File: config.mk
export PLATFORM = sky130hd
export DESIGN_NAME = mult_sequencer
export DESIGN_NICKNAME = d
export VERILOG_FILES = /design/src/rtl/cpu_ctrl_pkg.sv /design/src/rtl/mult_cycle_counter.sv /design/src/rtl/mult_sequencer.sv
export SDC_FILE = /design/constraint.sdc
export NUM_CORES = 1
export LEC_CHECK = 0
export BUFFER_PORTS_ARGS = -buffer_cell sky130_fd_sc_hd__buf_2
export CAP_MARGIN = 0
export CELL_PAD_IN_SITES_DETAIL_PLACEMENT = 1
export CELL_PAD_IN_SITES_GLOBAL_PLACEMENT = 2
export CORE_ASPECT_RATIO = 1.1
export CORE_UTILIZATION = 25
export CTS_BUF_LIST = sky130_fd_sc_hd__clkbuf_16
export DETAILED_ROUTE_END_ITERATION = 8
export PLACE_DENSITY = 0.76
export SETUP_SLACK_MARGIN = 0.2
export SLEW_MARGIN = 30
export SYNTH_ARGS = -nofsm -noshare
export SYNTH_HDL_FRONTEND = slang
export SYNTH_HIERARCHICAL = 1
export SYNTH_SLANG_ARGS = --single-unit
File: constraint.sdc
create_clock -name clk -period 1.4 [get_ports clk]
set_input_delay 0.21 -clock clk [delete_from_list [all_inputs] [get_ports clk]]
set_output_delay 0.21 -clock clk [all_outputs]
set_load 0.02 [all_outputs]
File: src/rtl/cpu_ctrl_pkg.sv
// ----------------------------------------------------------------------------
// cpu_ctrl_pkg
// Shared CPU control definitions used by the multiply sequencer.
//   mult_state_t          : sequencer state encoding (IDLE / RUN / DONE)
//   MULT_LATENCY_DEFAULT  : default multiplier occupancy of EX, in cycles
// ----------------------------------------------------------------------------
package cpu_ctrl_pkg;

    typedef enum logic [1:0] {
        IDLE = 2'b00,
        RUN  = 2'b01,
        DONE = 2'b10
    } mult_state_t;

    // Legal range for MULT_LATENCY is 2..8.
    localparam int MULT_LATENCY_DEFAULT = 4;

endpackage : cpu_ctrl_pkg

File: src/rtl/mult_cycle_counter.sv
// ----------------------------------------------------------------------------
// mult_cycle_counter
// Cycle counter for the multiply sequencer. Counts the cycles a multiply has
// occupied EX; saturates at MULT_LATENCY-1 and never wraps.
// Ports:
//   clk    : clock, rising edge
//   arst_n : asynchronous active-low reset (count -> 0)
//   clear  : synchronous clear to 0 (highest priority)
//   load   : load the count with 1 (first cycle of a multiply)
//   inc    : increment, holding at MULT_LATENCY-1
//   count  : current count, $clog2(MULT_LATENCY) bits
// ----------------------------------------------------------------------------
module mult_cycle_counter #(
    parameter int MULT_LATENCY = 4
) (
    input  logic                            clk,
    input  logic                            arst_n,
    input  logic                            clear,
    input  logic                            load,
    input  logic                            inc,
    output logic [$clog2(MULT_LATENCY)-1:0] count
);

    localparam int               CNT_W   = $clog2(MULT_LATENCY);
    localparam logic [CNT_W-1:0] CNT_MAX = CNT_W'(MULT_LATENCY - 1);

    logic [CNT_W-1:0] count_reg;

    always_ff @(posedge clk or negedge arst_n) begin
        if (!arst_n) begin
            count_reg <= '0;
        end else if (clear) begin
            count_reg <= '0;
        end else if (load) begin
            count_reg <= CNT_W'(1);
        end else if (inc && (count_reg != CNT_MAX)) begin
            count_reg <= count_reg + 1'b1;
        end
    end

    assign count = count_reg;

endmodule : mult_cycle_counter

File: src/rtl/mult_sequencer.sv
// ----------------------------------------------------------------------------
// mult_sequencer
// Control FSM for a multi-cycle multiplier sitting in the EX stage. Stalls the
// front of the pipe while the multiplier runs, flags the result for EX/MEM
// capture and holds it (DONE) while the downstream stage is busy.
//
// Optional feature: define MULT_ZERO_BYPASS_EN to complete a multiply with a
// zero operand in its first cycle, selecting constant zero as the result.
// Without it operand_zero_ex is ignored and mult_zero_sel stays 0.
//
// Ports:
//   clk               : clock, rising edge
//   arst_n            : asynchronous active-low reset; deassertion is expected
//                       to be synchronous to clk (from the system reset sync)
//   mult_valid_ex     : multiply instruction present in EX
//   operand_zero_ex   : one of the multiplier operands is zero
//   flush_ex          : squash the instruction in EX (beats start/completion)
//   ex_hold           : downstream stage cannot accept EX output this cycle
//   mult_stall        : hold PC, IF/ID, ID/EX; bubble into EX/MEM
//   mult_stage_en     : advance multiplier internal pipeline registers
//   mult_result_valid : multiplier result valid for EX/MEM capture
//   mult_zero_sel     : select constant zero as the multiply result
//   mult_busy         : state is not IDLE
// ----------------------------------------------------------------------------
module mult_sequencer
    import cpu_ctrl_pkg::*;
#(
    parameter int MULT_LATENCY = MULT_LATENCY_DEFAULT
) (
    input  logic clk,
    input  logic arst_n,
    input  logic mult_valid_ex,
    input  logic operand_zero_ex,
    input  logic flush_ex,
    input  logic ex_hold,
    output logic mult_stall,
    output logic mult_stage_en,
    output logic mult_result_valid,
    output logic mult_zero_sel,
    output logic mult_busy
);

    localparam int               CNT_W    = $clog2(MULT_LATENCY);
    localparam logic [CNT_W-1:0] CNT_LAST = CNT_W'(MULT_LATENCY - 1);

    mult_state_t      state_reg;
    mult_state_t      state_next;
    logic             cnt_load;
    logic             cnt_inc;
    logic             cnt_clear;
    logic [CNT_W-1:0] cnt_value;
    logic             start;
    logic             zero_op;    // start qualifies for the zero bypass
    logic             zero_done;  // DONE is holding a bypassed zero result

`ifdef MULT_ZERO_BYPASS_EN
    logic zero_hold_reg;
    logic zero_hold_next;

    assign zero_op   = operand_zero_ex;
    assign zero_done = zero_hold_reg;

    // Remembers that the result parked in DONE came from the zero bypass, so
    // mult_zero_sel stays asserted for as long as the result is held.
    always_comb begin
        zero_hold_next = 1'b0;
        if (!flush_ex) begin
            if ((state_reg == IDLE) && start && zero_op) begin
                zero_hold_next = 1'b1;
            end else if (state_reg == DONE) begin
                zero_hold_next = zero_hold_reg;
            end
        end
    end

    always_ff @(posedge clk or negedge arst_n) begin
        if (!arst_n) begin
            zero_hold_reg <= 1'b0;
        end else begin
            zero_hold_reg <= zero_hold_next;
        end
    end
`else
    logic unused_operand_zero;

    assign unused_operand_zero = operand_zero_ex;
    // Both constant: mult_zero_sel folds to a tie-off.
    assign zero_op   = 1'b0;
    assign zero_done = 1'b0;
`endif

    // Gating with arst_n keeps every output low while reset is asserted,
    // even though IDLE decodes mult_valid_ex combinationally.
    assign start = mult_valid_ex && !flush_ex && arst_n;

    mult_cycle_counter #(
        .MULT_LATENCY(MULT_LATENCY)
    ) u_cycle_counter (
        .clk    (clk),
        .arst_n (arst_n),
        .clear  (cnt_clear),
        .load   (cnt_load),
        .inc    (cnt_inc),
        .count  (cnt_value)
    );

    always_ff @(posedge clk or negedge arst_n) begin
        if (!arst_n) begin
            state_reg <= IDLE;
        end else begin
            state_reg <= state_next;
        end
    end

    always_comb begin
        state_next        = state_reg;
        mult_stall        = 1'b0;
        mult_stage_en     = 1'b0;
        mult_result_valid = 1'b0;
        mult_zero_sel     = 1'b0;
        cnt_load          = 1'b0;
        cnt_inc           = 1'b0;
        cnt_clear         = 1'b0;

        case (state_reg)
            IDLE: begin
                if (start) begin
                    if (zero_op) begin
                        // Result is known to be zero: finish now, skip RUN.
                        mult_result_valid = 1'b1;
                        mult_zero_sel     = 1'b1;
                        state_next        = ex_hold ? DONE : IDLE;
                    end else begin
                        mult_stall    = 1'b1;
                        mult_stage_en = 1'b1;
                        cnt_load      = 1'b1;
                        state_next    = RUN;
                    end
                end
            end
            RUN: begin
                mult_stage_en = 1'b1;
                cnt_inc       = 1'b1;
                if (cnt_value == CNT_LAST) begin
                    // Stall drops here so a new multiply can enter EX next
                    // cycle; it is not accepted until IDLE is reached.
                    mult_result_valid = 1'b1;
                    state_next        = ex_hold ? DONE : IDLE;
                end else begin
                    mult_stall = 1'b1;
                end
            end
            DONE: begin
                mult_result_valid = 1'b1;
                mult_zero_sel     = zero_done;
                if (!ex_hold) begin
                    state_next = IDLE;
                end
            end
            default: begin
                state_next = IDLE;
            end
        endcase

        // Squash overrides everything decoded above.
        if (flush_ex) begin
            state_next        = IDLE;
            mult_stall        = 1'b0;
            mult_stage_en     = 1'b0;
            mult_result_valid = 1'b0;
            mult_zero_sel     = 1'b0;
            cnt_load          = 1'b0;
            cnt_inc           = 1'b0;
            cnt_clear         = 1'b1;
        end
    end

    assign mult_busy = (state_reg != IDLE);

endmodule : mult_sequencer
==> Word level (Yosys, flattened, before mapping) <==
Cells that the tools add are included.
{ "op_classes": {"addsub": 1, "n_eq_ne": 7, "n_mux": 23, "reduce_logical": 8} }
{ "op_table": {"columns": ["operator", "n"], "rows": [
  ["2-to-1 mux 2 bit", 8],
  ["2-to-1 mux 1 bit", 11],
  ["!= test 3 bit, second input constant", 3],
  ["one-hot mux 1 bit (2 select lines)", 3],
  ["one-hot mux 2 bit (3 select lines)", 1],
  ["== test 2 bit, second input constant", 2],
  ["logical AND 1 bit", 3],
  ["AND reduction 3 bit", 1],
  ["nonzero test 3 bit", 1],
  ["adder 2 x 1 -> 2 bit, second input constant", 1],
  ["== test 2 x 1 -> 1 bit, second input constant", 1],
  ["zero test 2 bit", 1],
  ["!= test 2 bit, second input constant", 1],
  ["nonzero test 2 bit", 1],
  ["zero test 1 bit", 1]
]} }
{ "totals": {"register_bits": 4, "in_bits": 6, "output_inout_bits": 5, "elab_cells": 41} }

==> Logic depth before layout (Yosys ltp) <==
{ "logic_depth": {"word_depth": 8, "depth_mapped": 6, "mapped_depth_nobuf": 6} }

==> Cells and area by module <==
Netlist, hierarchy kept.
{ "by_module_without_submodules": {"columns": ["module", "n_inst", "cells_each", "area_each_um2", "seq_area_each_um2"], "rows": [
  ["mult_sequencer", 1, 35, 291.5, 50.0],
  ["mult_cycle_counter", 1, 9, 108.9, 50.0]
]} }

==> Worst setup path after synthesis <==
Ideal clock, no wire load.
{ "synth_path": {"kind": "register to output", "start": "register state_reg[1]", "end": "output port mult_result_valid", "arrival_time_ns": 1.251, "required_ns": 1.190, "setup_slack_ns": -0.061, "path_stages_with_launch": 5, "path_buffers": 0, "cell_sequence": "dfrtp_1 inv_1 ha_1 a21oi_1 nor3b_1"} }
{ "synth_between": {"elab_chain_len": 3, "word_cells_on_any_way": 4, "classes_between": "2 x eq/ne; 2 x mux"} }
{ "synth_lines": {"columns": ["item", "line_no", "source"], "rows": [
  ["from (decl)", "mult_sequencer.sv:46", "mult_state_t state_reg;"],
  ["from (signal assigned)", "mult_sequencer.sv:111", "state_reg <= state_next;"],
  ["== test 2 bit / == test 2 x 1 -> 1 bit (equally long branches)", "mult_sequencer.sv:125", "case (state_reg)"],
  ["one-hot mux 1 bit (2 select lines) *", "mult_sequencer.sv:125", null],
  ["2-to-1 mux 1 bit *", "mult_sequencer.sv:166", "if (flush_ex) begin"],
  ["to (decl)", "mult_sequencer.sv:38", "output logic mult_result_valid,"]
]} }
Mark *: on every way between the ends. The rest lies on a longest branch, timed or not.

==> Worst setup path in the final report <==
Same ends and word-level chain as after synthesis.

==> run_results.csv <==
group,metric,value,unit
power_and_ir_drop,p_total,1.25,mW
sta,clock_skew,0.00204,ns
logic_synthesis,synth_nets,55,
placement,hpwl,712,µm
logic_synthesis,synth_common_cells,"5 x ha_1, 5 x inv_1, 4 x dfrtp_1, 3 x nand2_1, 3 x nor2b_1",
floorplanning,row_count,14,
logic_synthesis,syn_inst,44,
detailed_routing,routed_wl,1130,µm
power_and_ir_drop,pwr-share-clk,35.2,%
global_route,grt_max_degree,11,
logic_synthesis,synth_top_area_share,25.0,%
layout,area_growth,76.6,%
global_route,grt_overflow,0,
detailed_routing,drc_errors,0,
power_and_ir_drop,powerDensity,1770,nW/µm²
logic_synthesis,yosysSeqAreaShare,25.0,%
power_and_ir_drop,ir_drop,0.949,mV
floorplanning,core,1440,µm²
global_route,grt_util_met3,5.64,%
logic_synthesis,synthArstFlopShare,100,%
global_route,top_usage_layer,"met2",
layout,n_antenna_cell,0,
min_path,hold_depth,2,
run_status,status,"finished, violations left",
clock_tree,clk-insertion-delay-late,0.22,ns
worst_setup_path,critPathMaxFanout,4,
min_path,min_path_type,"input port to register",
logic_synthesis,syn_area,400,µm²
logic_synthesis,ys_top_cells_by_area,"dfrtp_1 25%, ha_1 16%, o211ai_2 6.3%",
worst_setup_path,required,1.19,ns
logic_synthesis,synth-main-ff-cell,"dfrtp_1",
layout,fin_nets,77,
run_status,failed_checks,"setup timing",
global_route,grt_pass1_wl,2050,µm
power_and_ir_drop,p_switching,0.391,mW
sta,period_needed,1.51,ns
detailed_routing,via_per_inst,4.81,
clock_tree,cts_tree,"built",
placement,numPortBuffers,8,
clock_tree,clock_path_buffers,2,
layout,drive_gt1_share,57.8,%
placement,place_congestion,0.758,
clock_tree,cts_buffers,3,
logic_synthesis,yosysWarnings,6,
power_and_ir_drop,sequentialPowerShare,14.8,%
clock_tree,htree_levels,1,
placement,dpl_cell_area,493,µm²
logic_synthesis,syn_avg_cell_area,9.10,µm²
logic_synthesis,synth.distinct_cells,24,
detailed_routing,drt-initial-drc-count,6,
layout,multi_input_area,340,µm²
worst_setup_path,critPathKind,"register to primary output",
placement,placed_cells,67,
clock_tree,path_clk_slew,0.03,ns
global_route,gr-usage-met2,30.6,%
global_route,grt_util_met1,19.4,%
job,drv_cap,0,
worst_setup_path,crit_path_end_kind,"primary output",
worst_setup_path,arrival,1.30,ns
detailed_routing,routedWlPerCell,14.1,µm
power_and_ir_drop,p_int,0.857,mW
detailed_routing,via_count,385,
sta,finalHoldViolCount,0,
sta,period_share,108,%
floorplanning,die_area,1770,µm²
layout,final_cells,80,
power_and_ir_drop,leakagePower,0.330,nW
logic_synthesis,synth_edf_count,0,
worst_setup_path,start_kind,"register",
floorplanning,io_pins,11,
sta,grt_setup_unrepaired,"true",
floorplanning,initial_core_util,27.9,%
sta,worst_slack,-0.110,ns
logic_synthesis,synth.ff_latch_count,4,
detailed_routing,drt_first_pass_iters,4,
power_and_ir_drop,swShare,31.3,%
layout,fill_cells,169,
sta,max_freq,662,MHz
layout,fin_area,707,µm²
clock_tree,cts_sinks,4,
detailed_routing,postRouteAntennaNets,0,
logic_synthesis,synth.largest_area_cell,"dfrtp_1",
global_route,grt_pass1_vias,450,
sta,slew_viol_final,0,
clock_tree,clockRootBuffer,"clkbuf_16",
sta,setup_viol,8,
layout,regArea,101,µm²
worst_setup_path,ff2ff_path_depth,7,
floorplanning,die_x,40.2,µm
power_and_ir_drop,pwr-share-comb,50.0,%
global_route,track_usage,17.7,%
floorplanning,die_h,44.0,µm
global_route,antenna_found_initial,0,
[final timing paths]
path | slack (ns) | start | to
max | -0.11 | state_reg[1]$_DFFE_PN0P_ | mult_result_valid
min | 0.35 | flush_ex | u_cycle_counter/count[0]$_DFFE_PN0P_
max reg2reg | -0.10 | state_reg[0]$_DFFE_PN0P_ | state_reg[0]$_DFFE_PN0P_
min reg2reg | 0.64 | u_cycle_counter/count[0]$_DFFE_PN0P_ | u_cycle_counter/count[0]$_DFFE_PN0P_
max in group asynchronous | 0.79 | arst_n | state_reg[0]$_DFFE_PN0P_
min in group asynchronous | 0.42 | arst_n | u_cycle_counter/count[1]$_DFFE_PN0P_
[power by group through the flow]
stage / sequential (mW) / clock (mW) / combinational [mW]
5_1_grt: 0.188 / 0.455 / 0.686
6_report: 0.185 / 0.439 / 0.624
2_1_floorplan: 0.173 / 0 / 0.312
4_1_cts: 0.184 / 0.442 / 0.551
3_5_place_dp: 0.186 / 0 / 0.400
3_3_place_gp: 0.185 / 0 / 0.397
[final cells by class]
cell class	count	area share [%]
Clock buffer	3	10.6
Multi-Input combinational cell	34	48.1
Sequential cell	4	14.3
Inverter	5	3.36
Timing Repair Buffer	18	20.7
Tap cell	16	2.83
[layout by cell type, fill, tap and decap left out, types with 3 or more instances in the layout]
cell type,netlist,layout
buf_2,0,4
buf_4,1,8
buf_6,0,5
clkbuf_16,0,3
dfrtp_1,4,3
ha_4,0,3
nand2_1,3,3
[metrics by stage]
stage	hold slack (ns)	setup WS [ns]	TNS (ns)	utilization, %
3_5_place_dp	0.0479	-0.0154	-0.0154	34.3
6_report	0.347	-0.110	-0.608	49.2
3_3_place_gp	0.0469	-0.0121	-0.0121	34.3
2_1_floorplan	-0.0856	0.133	0	-
5_1_grt	0.368	-0.179	-1.09	49.2
4_1_cts	0.345	-0.110	-0.352	47.6
[cell families (layout without fill, tap and decap cells)]
logic type | count (synthesis) | in the layout | synth area share (%)
and+or+nand+nor | 16 | 16 | 25.6
DFF | 4 | 4 | 25.0
other | 1 | 1 | 0.937
muxes | 1 | 1 | 2.50
buffers and inverters | 6 | 26 | 6.56
adders and majority gates | 5 | 5 | 15.6
AOI/OAI and AO/OA | 10 | 10 | 21.6
xor gates and xnor gates | 1 | 1 | 2.19
[repair_timing]
| action | in CTS | in global routing |
|---|---|---|
| resized for setup | 16 | 3 |
| hold buffers | 1 | 0 |
| setup buffers | 7 | 2 |
| endpoints found under the hold margin | 4 | 0 |
| setup endpoints to repair | 8 | 8 |
| pin swaps | 8 | 4 |
[layer usage]
| metal | part of all wire [%] | up-vias |
|---|---|---|
| li1 | - | 189 |
| met1 | 43 | 186 |
| met2 | 53 | 8 |
| met3 | 2.0 | 2 |
| met4 | 1.3 | 0 |
| met5 | 0 | - |
[critical path, cell delays in order (launching register included)]
cell     delay, ns
dfrtp_1       0.39
inv_2         0.13
ha_4          0.17
a21oi_2       0.07
nor3b_4       0.18
buf_6         0.14
Note: power is estimated with default switching activity, not from simulation.
